===== src/rtl/spi_reg_master_if.sv =====
// Request/response handshake and SPI pin bundle for spi_reg_master.
// The slave modport is taken by the block; the master modport by the requester/board side.
`timescale 1ns/1ps
interface spi_reg_master_if;
  logic       req_valid;
  logic       req_ready;
  logic       req_we;
  logic [6:0] req_addr;
  logic [7:0] req_wdata;
  logic       rsp_valid;
  logic [7:0] rsp_rdata;
  logic       SCK;
  logic       CS;
  logic       MOSI;
  logic       MISO;

  modport master (
    output req_valid, req_we, req_addr, req_wdata, MISO,
    input  req_ready, rsp_valid, rsp_rdata, SCK, CS, MOSI
  );

  modport slave (
    input  req_valid, req_we, req_addr, req_wdata, MISO,
    output req_ready, rsp_valid, rsp_rdata, SCK, CS, MOSI
  );
endinterface


===== src/rtl/spi_reg_master.sv =====
// Mode-0 SPI master issuing one 16-bit register write/read frame per request.
// All pin and handshake outputs are registered from next-state decode.
`timescale 1ns/1ps
module spi_reg_master #(
  parameter int unsigned CLK_DIV = 4
) (
  input  logic             clk,
  input  logic             rst,
  spi_reg_master_if.slave  bus
);

  typedef enum logic [2:0] {
    S_IDLE  = 3'd0,
    S_LOW   = 3'd1,
    S_HIGH  = 3'd2,
    S_TRAIL = 3'd3,
    S_GAP   = 3'd4
  } state_e;

  localparam logic [7:0] HALF_RELOAD = 8'(CLK_DIV - 1);

  state_e      state_q, state_d;
  logic [7:0]  half_q, half_d;
  logic [3:0]  bit_q, bit_d;
  logic        gap2_q, gap2_d;
  logic [15:0] tx_q, tx_d;
  logic [7:0]  rx_q, rx_d;
  logic [7:0]  rdata_q, rdata_d;
  logic        miso_s1_q, miso_s2_q;
  logic        cs_q, cs_d;
  logic        sck_q, sck_d;
  logic        mosi_q, mosi_d;
  logic        ready_q, ready_d;
  logic        rsp_valid_q, rsp_valid_d;
  logic        half_done_s;

  assign half_done_s = (half_q == 8'd0);

  // Next-state and output decode; GAP spans two half-period counts.
  always_comb begin
    state_d = state_q;
    half_d  = half_q;
    bit_d   = bit_q;
    gap2_d  = gap2_q;
    tx_d    = tx_q;
    rx_d    = rx_q;
    rdata_d = rdata_q;
    case (state_q)
      S_IDLE: begin
        if (bus.req_valid && ready_q) begin
          state_d = S_LOW;
          half_d  = HALF_RELOAD;
          bit_d   = 4'd15;
          tx_d    = {bus.req_we, bus.req_addr, (bus.req_we ? bus.req_wdata : 8'h00)};
          rx_d    = 8'h00;
        end else begin
          state_d = S_IDLE;
        end
      end
      S_LOW: begin
        if (half_done_s) begin
          state_d = S_HIGH;
          half_d  = HALF_RELOAD;
        end else begin
          half_d = half_q - 8'd1;
        end
      end
      S_HIGH: begin
        if (half_done_s) begin
          rx_d   = {rx_q[6:0], miso_s2_q};
          half_d = HALF_RELOAD;
          if (bit_q == 4'd0) begin
            state_d = S_TRAIL;
          end else begin
            state_d = S_LOW;
            bit_d   = bit_q - 4'd1;
            tx_d    = {tx_q[14:0], 1'b0};
          end
        end else begin
          half_d = half_q - 8'd1;
        end
      end
      S_TRAIL: begin
        if (half_done_s) begin
          state_d = S_GAP;
          half_d  = HALF_RELOAD;
          gap2_d  = 1'b0;
          rdata_d = rx_q;
        end else begin
          half_d = half_q - 8'd1;
        end
      end
      S_GAP: begin
        if (half_done_s) begin
          half_d = HALF_RELOAD;
          if (gap2_q) begin
            state_d = S_IDLE;
            gap2_d  = 1'b0;
          end else begin
            gap2_d = 1'b1;
          end
        end else begin
          half_d = half_q - 8'd1;
        end
      end
      default: begin
        state_d = S_IDLE;
      end
    endcase

    cs_d        = !(state_d inside {S_LOW, S_HIGH, S_TRAIL});
    sck_d       = (state_d == S_HIGH);
    // MOSI follows the TX MSB, which only moves when a new LOW phase starts.
    mosi_d      = (state_d inside {S_LOW, S_HIGH}) ? tx_d[15] : 1'b0;
    ready_d     = (state_d == S_IDLE);
    rsp_valid_d = (state_q == S_TRAIL) && (state_d == S_GAP);
  end

  // State, counters, shift registers and registered outputs.
  always_ff @(posedge clk or posedge rst) begin
    if (rst) begin
      state_q     <= S_IDLE;
      half_q      <= 8'd0;
      bit_q       <= 4'd0;
      gap2_q      <= 1'b0;
      tx_q        <= 16'h0000;
      rx_q        <= 8'h00;
      rdata_q     <= 8'h00;
      cs_q        <= 1'b1;
      sck_q       <= 1'b0;
      mosi_q      <= 1'b0;
      ready_q     <= 1'b1;
      rsp_valid_q <= 1'b0;
    end else begin
      state_q     <= state_d;
      half_q      <= half_d;
      bit_q       <= bit_d;
      gap2_q      <= gap2_d;
      tx_q        <= tx_d;
      rx_q        <= rx_d;
      rdata_q     <= rdata_d;
      cs_q        <= cs_d;
      sck_q       <= sck_d;
      mosi_q      <= mosi_d;
      ready_q     <= ready_d;
      rsp_valid_q <= rsp_valid_d;
    end
  end

  // Two-flop synchronizer for the slave's MISO.
  always_ff @(posedge clk or posedge rst) begin
    if (rst) begin
      miso_s1_q <= 1'b0;
      miso_s2_q <= 1'b0;
    end else begin
      miso_s1_q <= bus.MISO;
      miso_s2_q <= miso_s1_q;
    end
  end

  assign bus.CS        = cs_q;
  assign bus.SCK       = sck_q;
  assign bus.MOSI      = mosi_q;
  assign bus.req_ready = ready_q;
  assign bus.rsp_valid = rsp_valid_q;
  assign bus.rsp_rdata = rdata_q;

endmodule


===== src/flat_wrapper.sv =====
// flat-port wrapper written by rule: the top's interface ports become plain ports
module spi_reg_master_flat 
#(
  parameter int unsigned CLK_DIV = 4
)
  (clk, rst, bus_req_valid, bus_req_we, bus_req_addr, bus_req_wdata, bus_MISO, bus_req_ready, bus_rsp_valid, bus_rsp_rdata, bus_SCK, bus_CS, bus_MOSI);
  spi_reg_master_if bus_i ();
  input  logic clk;
  input  logic rst;
  input wire logic [$bits(bus_i.req_valid)-1:0] bus_req_valid;
  input wire logic [$bits(bus_i.req_we)-1:0] bus_req_we;
  input wire logic [$bits(bus_i.req_addr)-1:0] bus_req_addr;
  input wire logic [$bits(bus_i.req_wdata)-1:0] bus_req_wdata;
  input wire logic [$bits(bus_i.MISO)-1:0] bus_MISO;
  output wire logic [$bits(bus_i.req_ready)-1:0] bus_req_ready;
  output wire logic [$bits(bus_i.rsp_valid)-1:0] bus_rsp_valid;
  output wire logic [$bits(bus_i.rsp_rdata)-1:0] bus_rsp_rdata;
  output wire logic [$bits(bus_i.SCK)-1:0] bus_SCK;
  output wire logic [$bits(bus_i.CS)-1:0] bus_CS;
  output wire logic [$bits(bus_i.MOSI)-1:0] bus_MOSI;
  assign bus_i.req_valid = bus_req_valid;
  assign bus_i.req_we = bus_req_we;
  assign bus_i.req_addr = bus_req_addr;
  assign bus_i.req_wdata = bus_req_wdata;
  assign bus_i.MISO = bus_MISO;
  assign bus_req_ready = bus_i.req_ready;
  assign bus_rsp_valid = bus_i.rsp_valid;
  assign bus_rsp_rdata = bus_i.rsp_rdata;
  assign bus_SCK = bus_i.SCK;
  assign bus_CS = bus_i.CS;
  assign bus_MOSI = bus_i.MOSI;
  spi_reg_master #(.CLK_DIV(CLK_DIV)) u_core (.clk(clk), .rst(rst), .bus(bus_i));
endmodule

===== config.mk =====
export PLATFORM = sky130hd
export DESIGN_NAME = spi_reg_master_flat
export DESIGN_NICKNAME = d
export VERILOG_FILES = /design/src/rtl/spi_reg_master_if.sv /design/src/rtl/spi_reg_master.sv /design/src/flat_wrapper.sv
export SDC_FILE = /design/constraint.sdc
export NUM_CORES = 1
export LEC_CHECK = 0
export CAP_MARGIN = 20
export CORE_ASPECT_RATIO = 0.75
export CORE_MARGIN = 2
export CORE_UTILIZATION = 59
export DETAILED_ROUTE_END_ITERATION = 12
export PLACE_DENSITY = 0.85
export SYNTH_ARGS = -nofsm -noshare
export SYNTH_HDL_FRONTEND = slang
export SYNTH_SLANG_ARGS = --single-unit
export TNS_END_PERCENT = 50

===== constraint.sdc =====
create_clock -name clk -period 5.4 [get_ports clk]
set_input_delay 1.08 -clock clk [delete_from_list [all_inputs] [get_ports clk]]
set_output_delay 1.08 -clock clk [all_outputs]
set_load 0.02 [all_outputs]

# [After elaboration in Yosys (flattened, before gate mapping)]
# Index checks and enable logic that the tools add are counted.
[op_classes] n_addsub=2 n_mul=0 div=0 n_lt_le_gt_ge=0 eq_ne=13 shifts=0 muxes=28 bitwise_logic=0 reduce_logical=18
[ops] operator="2-to-1 mux 16 bit" n=3
[ops] operator="2-to-1 mux 8 bit" n=5
[ops] operator="one-hot mux 16 bit (2 select lines)" n=1
[ops] operator="one-hot mux 8 bit (2 select lines)" n=2
[ops] operator="2-to-1 mux 3 bit" n=5
[ops] operator="one-hot mux 3 bit (5 select lines)" n=1
[ops] operator="equality test 3 x 2 -> 1 bit, second input constant" n=4
[ops] operator="2-to-1 mux 4 bit" n=3
[ops] operator="logical NOT 8 bit" n=1
[ops] operator="!= test 2 x 1 -> 1 bit, second input constant" n=4
[ops] operator="one-hot mux 4 bit (2 select lines)" n=1
[ops] operator="nonzero test 2 bit" n=4
[ops] operator="subtractor 8 x 1 -> 8 bit, second input constant" n=1
[ops] operator="equality test 3 x 1 -> 1 bit, second input constant" n=2
[ops] operator="equality test 3 bit, second input constant" n=2
[ops] operator="logical NOT 3 bit" n=2
[ops] operator="AND reduction 3 bit" n=2
[ops] operator="2-to-1 mux 1 bit" n=5
[ops] operator="logical NOT 4 bit" n=1
[ops] operator="AND reduction 2 bit" n=2
[ops] operator="AND reduction 4 bit" n=1
[ops] operator="OR reduction 4 bit" n=1
[ops] operator="subtractor 4 x 1 -> 4 bit, second input constant" n=1
[ops] operator="nonzero test 3 bit" n=1
[ops] operator="other kinds (5)" n=6
[word_totals] reg_bits=55 latch_bits=0 mem_bits_rw=0 romBits=0 elab_cells=76 memories=0

# [Depth between registers and ports, before layout]
# Gate-level depths: netlist of the first run.
[logic_depth] word_depth=7 mapped_depth=8 mapped_depth_nobuf=7

# [Worst setup path after synthesis of the first run]
# OpenSTA, ideal clock, no wires.
[synth_path] path_kind="input to register" start="input port bus_req_valid" end="register u_core.bit_q[3]" setup_ns=0.132 arrival_time_ns=2.146 t_required_ns=5.268 slack_ns=3.122 path_stages=5 cell_sequence="nand2_1 > nor4_2 > o21ai_4 > o21ai_0 > or3b_1"
[synth_between] elab_chain_len=3
[synth_lines] item="from (decl)" line_no="flat_wrapper.sv:10" text="input wire logic [$bits(bus_i.req_valid)-1:0] bus_req_valid;"
[synth_lines] item="logical AND 1 bit" line_no="spi_reg_master.sv:50" text="if (bus.req_valid && ready_q) begin"
[synth_lines] item="!= test 2 x 1 -> 1 bit (no source line)"
[synth_lines] item="AND reduction 4 bit (no source line)"
[synth_lines] item="to (signal assigned)" line_no="spi_reg_master.sv:137" text="bit_q <= bit_d;"
[synth_lines] item="to (decl)" line_no="spi_reg_master.sv:24" text="logic [3:0] bit_q, bit_d;"
# Every way passes these cells.
# A chain may end at the register's enable or synchronous reset.

# [Worst setup path in the final report of the first run]
# Ends and elaborated chain as after synthesis.

==> flow_summary.json, run 1 <==
{
  "routedWlPerCell_um": 14.2,
  "critPathMaxFanout": 35,
  "skew_ns": 0.00905,
  "synth_flop_cell": "dfrtp_1",
  "fin_crit_sh": 0.514,
  "async_reset_ff_frac": 1.00,
  "required_ns": 5.60,
  "path_clk_slew_ns": 0.10,
  "place.gp.congestion": 0.796,
  "ys_seq_area_frac": 0.546,
  "syn_area_mm2": 0.00253,
  "ys_ff_latch": 55,
  "final_cell_mix": "53 x dfrtp_1, 43 x nand2_1, 32 x clkdlybuf4s50_1",
  "maxCapViolations": 0,
  "drc_errors": 0,
  "dp.cells": 322,
  "dieHeight_um": 60.7,
  "port_buffers": 32,
  "layout_commonest_cell": "dfrtp_1",
  "cts.sinks": 55,
  "hp-class": "register to register",
  "status": "complete, no violations",
  "insertion_delay_ns": 0.32,
  "hold_violations": 0,
  "grt_use_total": 0.217,
  "cts_tree": "done",
  "yosys.cell_types.count": 42,
  "core-area_mm2": 0.00408,
  "final_antenna_net_count": 0,
  "nNetsFinal": 298,
  "grt_pass1_vias": 1773,
  "numCtsBuffers": 5,
  "vias": 1892,
  "synthCells": 245,
  "hold_buffers": 0,
  "gr-total-overflow": 0,
  "yosys_warnings": 0,
  "relSlewSlack": 0.429,
  "crit_type": "input port to register",
  "min_period_ns": 2.77,
  "start_util": 0.620,
  "setup_viol_count_final": 0,
  "boundaryPins": 33,
  "powerDensity_mw_per_mm2": 239,
  "rsz0062_at_grt": "false",
  "htree_num_levels": 2,
  "dp.final_hpwl_mm": 3.13,
  "row_count": 20,
  "peakVddDrop_v": 0.000200,
  "fin_cells": 331,
  "critPathCaptureType": "register",
  "start_kind": "input port",
  "chipWidth_um": 79.6,
  "drtPass1Iterations": 4,
  "fmax_mhz": 360,
  "fin_setup_tns_ns": 0,
  "vias_per_cell": 5.72,
  "drive_above_1_share": 0.112,
  "fin_util": 0.733,
  "drv_slew": 0,
  "cts_root_buffer": "clkbuf_8",
  "areaGrowthSynthToFinish_pct": 18.3,
  "synth_area_per_cell_um2": 10.3,
  "tightest_slew_ns": 0.853,
  "cts_setup_buffers": 0,
  "critPathArrivalTime_ns": 2.97,
  "reg2reg_from": "u_core.bit_q[0]$_DFFE_PP0P_",
  "first_iter_violations": 133,
  "ctsResizeCount": 0,
  "p_leak_nw": 1.26,
  "die_area_mm2": 0.00483,
  "routed_wl_mm": 4.69,
  "critPathLaunch": "bus_req_valid",
  "cts.path.max_buffers": 2,
  "grt_pass1_wl_mm": 7.78,
  "grt_max_degree": 56,
  "antenna_found_initial": 0,
  "syn-num-nets": 268,
  "diodes": 0,
  "min-delay-start": "u_core.miso_s1_q$_DFF_PP0_",
  "synth_edf_count": 0
}
==> worst paths after layout <==
path,to,slack [ns],cells past startpoint
hold / removal,u_core.miso_s2_q$_DFF_PP0_,0.36,0
max in group asynchronous,u_core.bus.CS$_DFF_PP1_,3.62,3
setup / recovery,u_core.bit_q[3]$_DFFE_PP0P_,2.63,7
setup reg to reg,u_core.bit_q[3]$_DFFE_PP0P_,2.90,7
hold reg to reg,u_core.miso_s2_q$_DFF_PP0_,0.36,0
min in group asynchronous,u_core.bus.rsp_rdata[4]$_DFFE_PP0P_,1.14,2
==> Yosys cell counts, types with 2 or more instances <==
cell type   n  area [µm²]
nor2b_1     2        12.5
dfrtp_1    53        1330
nor2_1     29         109
mux2_2      9         101
nand3_1     3        15.0
clkbuf_1    6        22.5
a21oi_1     9        45.0
or3_1       3        18.8
or4b_4      2        27.5
o21ai_0    23         115
nor3_1      5        25.0
nand2_1    43         161
ha_1        3        37.5
a221o_1    14         140
inv_1       8        30.0
buf_4       2        15.0
and3_1      3        18.8
buf_8       2        30.0
dfstp_2     2        52.6
o211ai_1    2        15.0
==> metrics by stage <==
step	hold slack [ns]	setup WS [ns]	power [mW]	instance area, µm²
after floorplan	0.331	2.98	0.427	2530
after global placement	0.333	2.35	0.443	2860
after detailed placement	0.342	2.31	0.443	2860
after CTS	0.358	2.64	0.723	2970
after global routing	0.373	2.50	0.742	2990
final	0.356	2.63	0.715	2990
==> area by class of cell <==
cell class,instances,area (µm²)
Inverter,8,30.0
Clock inverter,3,46.3
Tap cell,55,68.8
Multi-Input combinational cell,170,1040
Fill cell,304,1090
Timing Repair Buffer,35,355
Sequential cell,55,1380
Clock buffer,5,68.8
==> critical path, cell delays in order <==
cell             delay [ns]
clkdlybuf4s50_1        0.41
nand2_1                0.11
nor4_2                 0.05
buf_4                  0.20
o21ai_4                0.63
nor3_1                 0.11
or3b_1                 0.36
==> report_power, final <==
group / leakage, nW / switching [mW] / internal (mW) / total (mW)
clock network: 0.0548 / 0.139 / 0.140 / 0.279
logic: 0.485 / 0.0100 / 0.0135 / 0.0235
registers: 0.716 / 0.000186 / 0.412 / 0.413
==> per-layer routing <==
metal | global-route usage | up-vias | part of all wire
met5 | 0 | - | 0
met4 | 0.0837 | 0 | 0.013
met3 | 0.0759 | 6 | 0.049
met2 | 0.329 | 48 | 0.45
met1 | 0.294 | 913 | 0.48
li1 | - | 925 | -
==> flip-flops by register name, summed over array words and instances, names as in the netlist <==
signal,flops
u_core.bus.rsp_rdata,8
u_core.state_q,3
u_core.tx_q,16
u_core.miso_s2_q,1
u_core.bus.CS,1
u_core.bus.req_ready,1
u_core.gap2_q,1
u_core.miso_s1_q,1
u_core.bit_q,4
u_core.bus.rsp_valid,1
u_core.half_q,8
u_core.bus.SCK,1
u_core.bus.MOSI,1
u_core.rx_q,8
==> cell families (layout without fill, tap and decap cells) <==
kind of cell | count (synthesis) | after routing | share of synthesized area
buffers and inverters | 20 | 51 | 0.0421
AO/OA/AOI/OAI | 57 | 57 | 0.159
AND/OR/NAND/NOR | 100 | 100 | 0.195
adder cells (fa/ha/maj) | 3 | 3 | 0.0149
multiplexers | 9 | 9 | 0.0401
flip-flops | 55 | 55 | 0.546
XOR/XNOR | 1 | 1 | 0.00347
No activity file was read; power rests on OpenSTA's default activity.
==> run 2: changes to the inputs <==
CORE_UTILIZATION = 49   (was 59)
PLACE_DENSITY = 0.75   (was 0.85)
clock period = 2.45 ns   (was 5.4 ns; I/O delays follow)
==> flow_summary.json, run 2 (synthesis results as in run 1) <==
{
  "diodes": 0,
  "cts.sinks": 55,
  "core-area_mm2": 0.00493,
  "first_iter_violations": 105,
  "dieHeight_um": 66.2,
  "min_period_ns": 2.33,
  "cts.path.max_buffers": 2,
  "fin_setup_tns_ns": 0,
  "fin_cells": 346,
  "crit_type": "register to register",
  "largest_reg_flops": 16,
  "drive_above_1_share": 0.140,
  "skew_ns": 0.00420,
  "die_area_mm2": 0.00575,
  "cts_root_buffer": "clkbuf_8",
  "worst_path_max_delay_cell": "or4b_4",
  "hold_buffers": 0,
  "cp_cell_sequence": "inv_1 > ha_1 > or3b_4 > or4b_4 > o21ai_4 > buf_12 > nor2_1 > a221o_1",
  "critPathArrivalTime_ns": 2.53,
  "p_leak_nw": 1.32,
  "areaGrowthSynthToFinish_pct": 22.1,
  "hold_violations": 0,
  "slowest_delay_ns": 0.55,
  "start_kind": "register",
  "worst-path-buf-inv": 2,
  "port_buffers": 32,
  "fmax_mhz": 429,
  "drv_slew": 0,
  "path_clk_slew_ns": 0.10,
  "final_antenna_net_count": 0,
  "required_ns": 2.65,
  "rsz0062_at_grt": "false",
  "antenna_found_initial": 0,
  "vias_per_cell": 5.51,
  "start_util": 0.513,
  "routed_wl_mm": 4.97,
  "place.gp.congestion": 0.808,
  "drc_errors": 0,
  "chipWidth_um": 86.9,
  "vias": 1906,
  "routedWlPerCell_um": 14.4,
  "critPathCaptureType": "register",
  "relSlewSlack": 0.490,
  "maxCapViolations": 0,
  "htree_num_levels": 2,
  "grt_use_total": 0.189,
  "grt_max_degree": 30,
  "insertion_delay_ns": 0.31,
  "regArea_mm2": 0.00138,
  "gr-total-overflow": 0,
  "dp.final_hpwl_mm": 3.36,
  "nFillCells": 411,
  "nNetsFinal": 308,
  "grt_pass1_wl_mm": 8.38,
  "numCtsBuffers": 5,
  "final_cell_mix": "53 x dfrtp_1, 43 x nand2_1, 32 x clkdlybuf4s50_1",
  "grt_pass1_vias": 1801,
  "powerDensity_mw_per_mm2": 508,
  "row_count": 22,
  "layout_commonest_cell": "dfrtp_1",
  "setup_viol_count_final": 0,
  "peakVddDrop_v": 0.000336,
  "boundaryPins": 33,
  "max_flop_register": "u_core.tx_q",
  "power_mw": 1.57,
  "hp-class": "register to register",
  "critPathMaxFanout": 15,
  "crit_family": "simple AND/OR/NAND/NOR gates",
  "fin_crit_sh": 0.951,
  "dp.cells": 334,
  "drtPass1Iterations": 4,
  "tightest_slew_ns": 0.763,
  "status": "complete, no violations",
  "multiInputGateArea_mm2": 0.00104,
  "cts_tree": "done"
}
[run 2: cell count changes in the layout (fill, tap and decap cells not counted), sizes merged]
cell / previous run / this run
buf: 3 / 12
clkbuf: 5 / 7
clkinvlp: 1 / 0
[run 2: final cells by class]
type                            count  share of cell area
Timing Repair Buffer               45               0.145
Inverter                            8             0.00973
Multi-Input combinational cell    170               0.338
Sequential cell                    55               0.447
Tap cell                           60              0.0243
Clock inverter                      2              0.0126
Clock buffer                        6              0.0235
[run 2: what timing repair did]
action | 4_1_cts | 5_1_grt
buffers inserted | 0 | 3
setup endpoints to repair | 0 | 14
gates resized for setup | 0 | 0
[run 2: power breakdown]
part           internal (mW)  switching (mW)
clock network          0.309           0.299
logic                 0.0287          0.0221
registers              0.909        0.000375
[run 2: layer usage]
layer,wire length [µm],vias up,share of wire,global-route usage
met3,188,7,0.038,0.0412
met5,0,-,0,0
met1,2510,915,0.51,0.269
li1,-,949,-,-
met2,2210,35,0.44,0.286
met4,58,0,0.012,0.0664
[run 2: final timing paths]
check | start | endpoint | slack [ns] | depth (start not counted)
max | u_core.bit_q[0]$_DFFE_PP0P_ | u_core.tx_q[1]$_DFFE_PP0P_ | 0.12 | 8
min | u_core.miso_s1_q$_DFF_PP0_ | u_core.miso_s2_q$_DFF_PP0_ | 0.36 | 0
max reg2reg | u_core.bit_q[0]$_DFFE_PP0P_ | u_core.tx_q[1]$_DFFE_PP0P_ | 0.12 | 8
min reg2reg | u_core.miso_s1_q$_DFF_PP0_ | u_core.miso_s2_q$_DFF_PP0_ | 0.36 | 0
max in group asynchronous | rst | u_core.tx_q[9]$_DFFE_PP0P_ | 1.34 | 3
min in group asynchronous | rst | u_core.half_q[1]$_DFFE_PP0P_ | 0.48 | 2
[run 2: stage by stage]
step           hold WS, ns  cell area (µm²)   util  setup slack, ns
2_1_floorplan        0.331             2530      -            0.274
3_5_place_dp         0.337             2930  0.594           0.0903
5_1_grt              0.378             3090  0.626           0.0268
6_report             0.358             3090  0.626            0.120
3_3_place_gp         0.332             2930  0.594            0.167
4_1_cts              0.361             3040  0.617           0.0725
[run 2: worst register-to-register path, stage by stage, from the launching register on]
cell     delay, ns
dfrtp_1       0.40
inv_1         0.11
ha_1          0.15
or3b_4        0.39
or4b_4        0.56
o21ai_4       0.12
buf_12        0.18
nor2_1        0.06
a221o_1       0.26
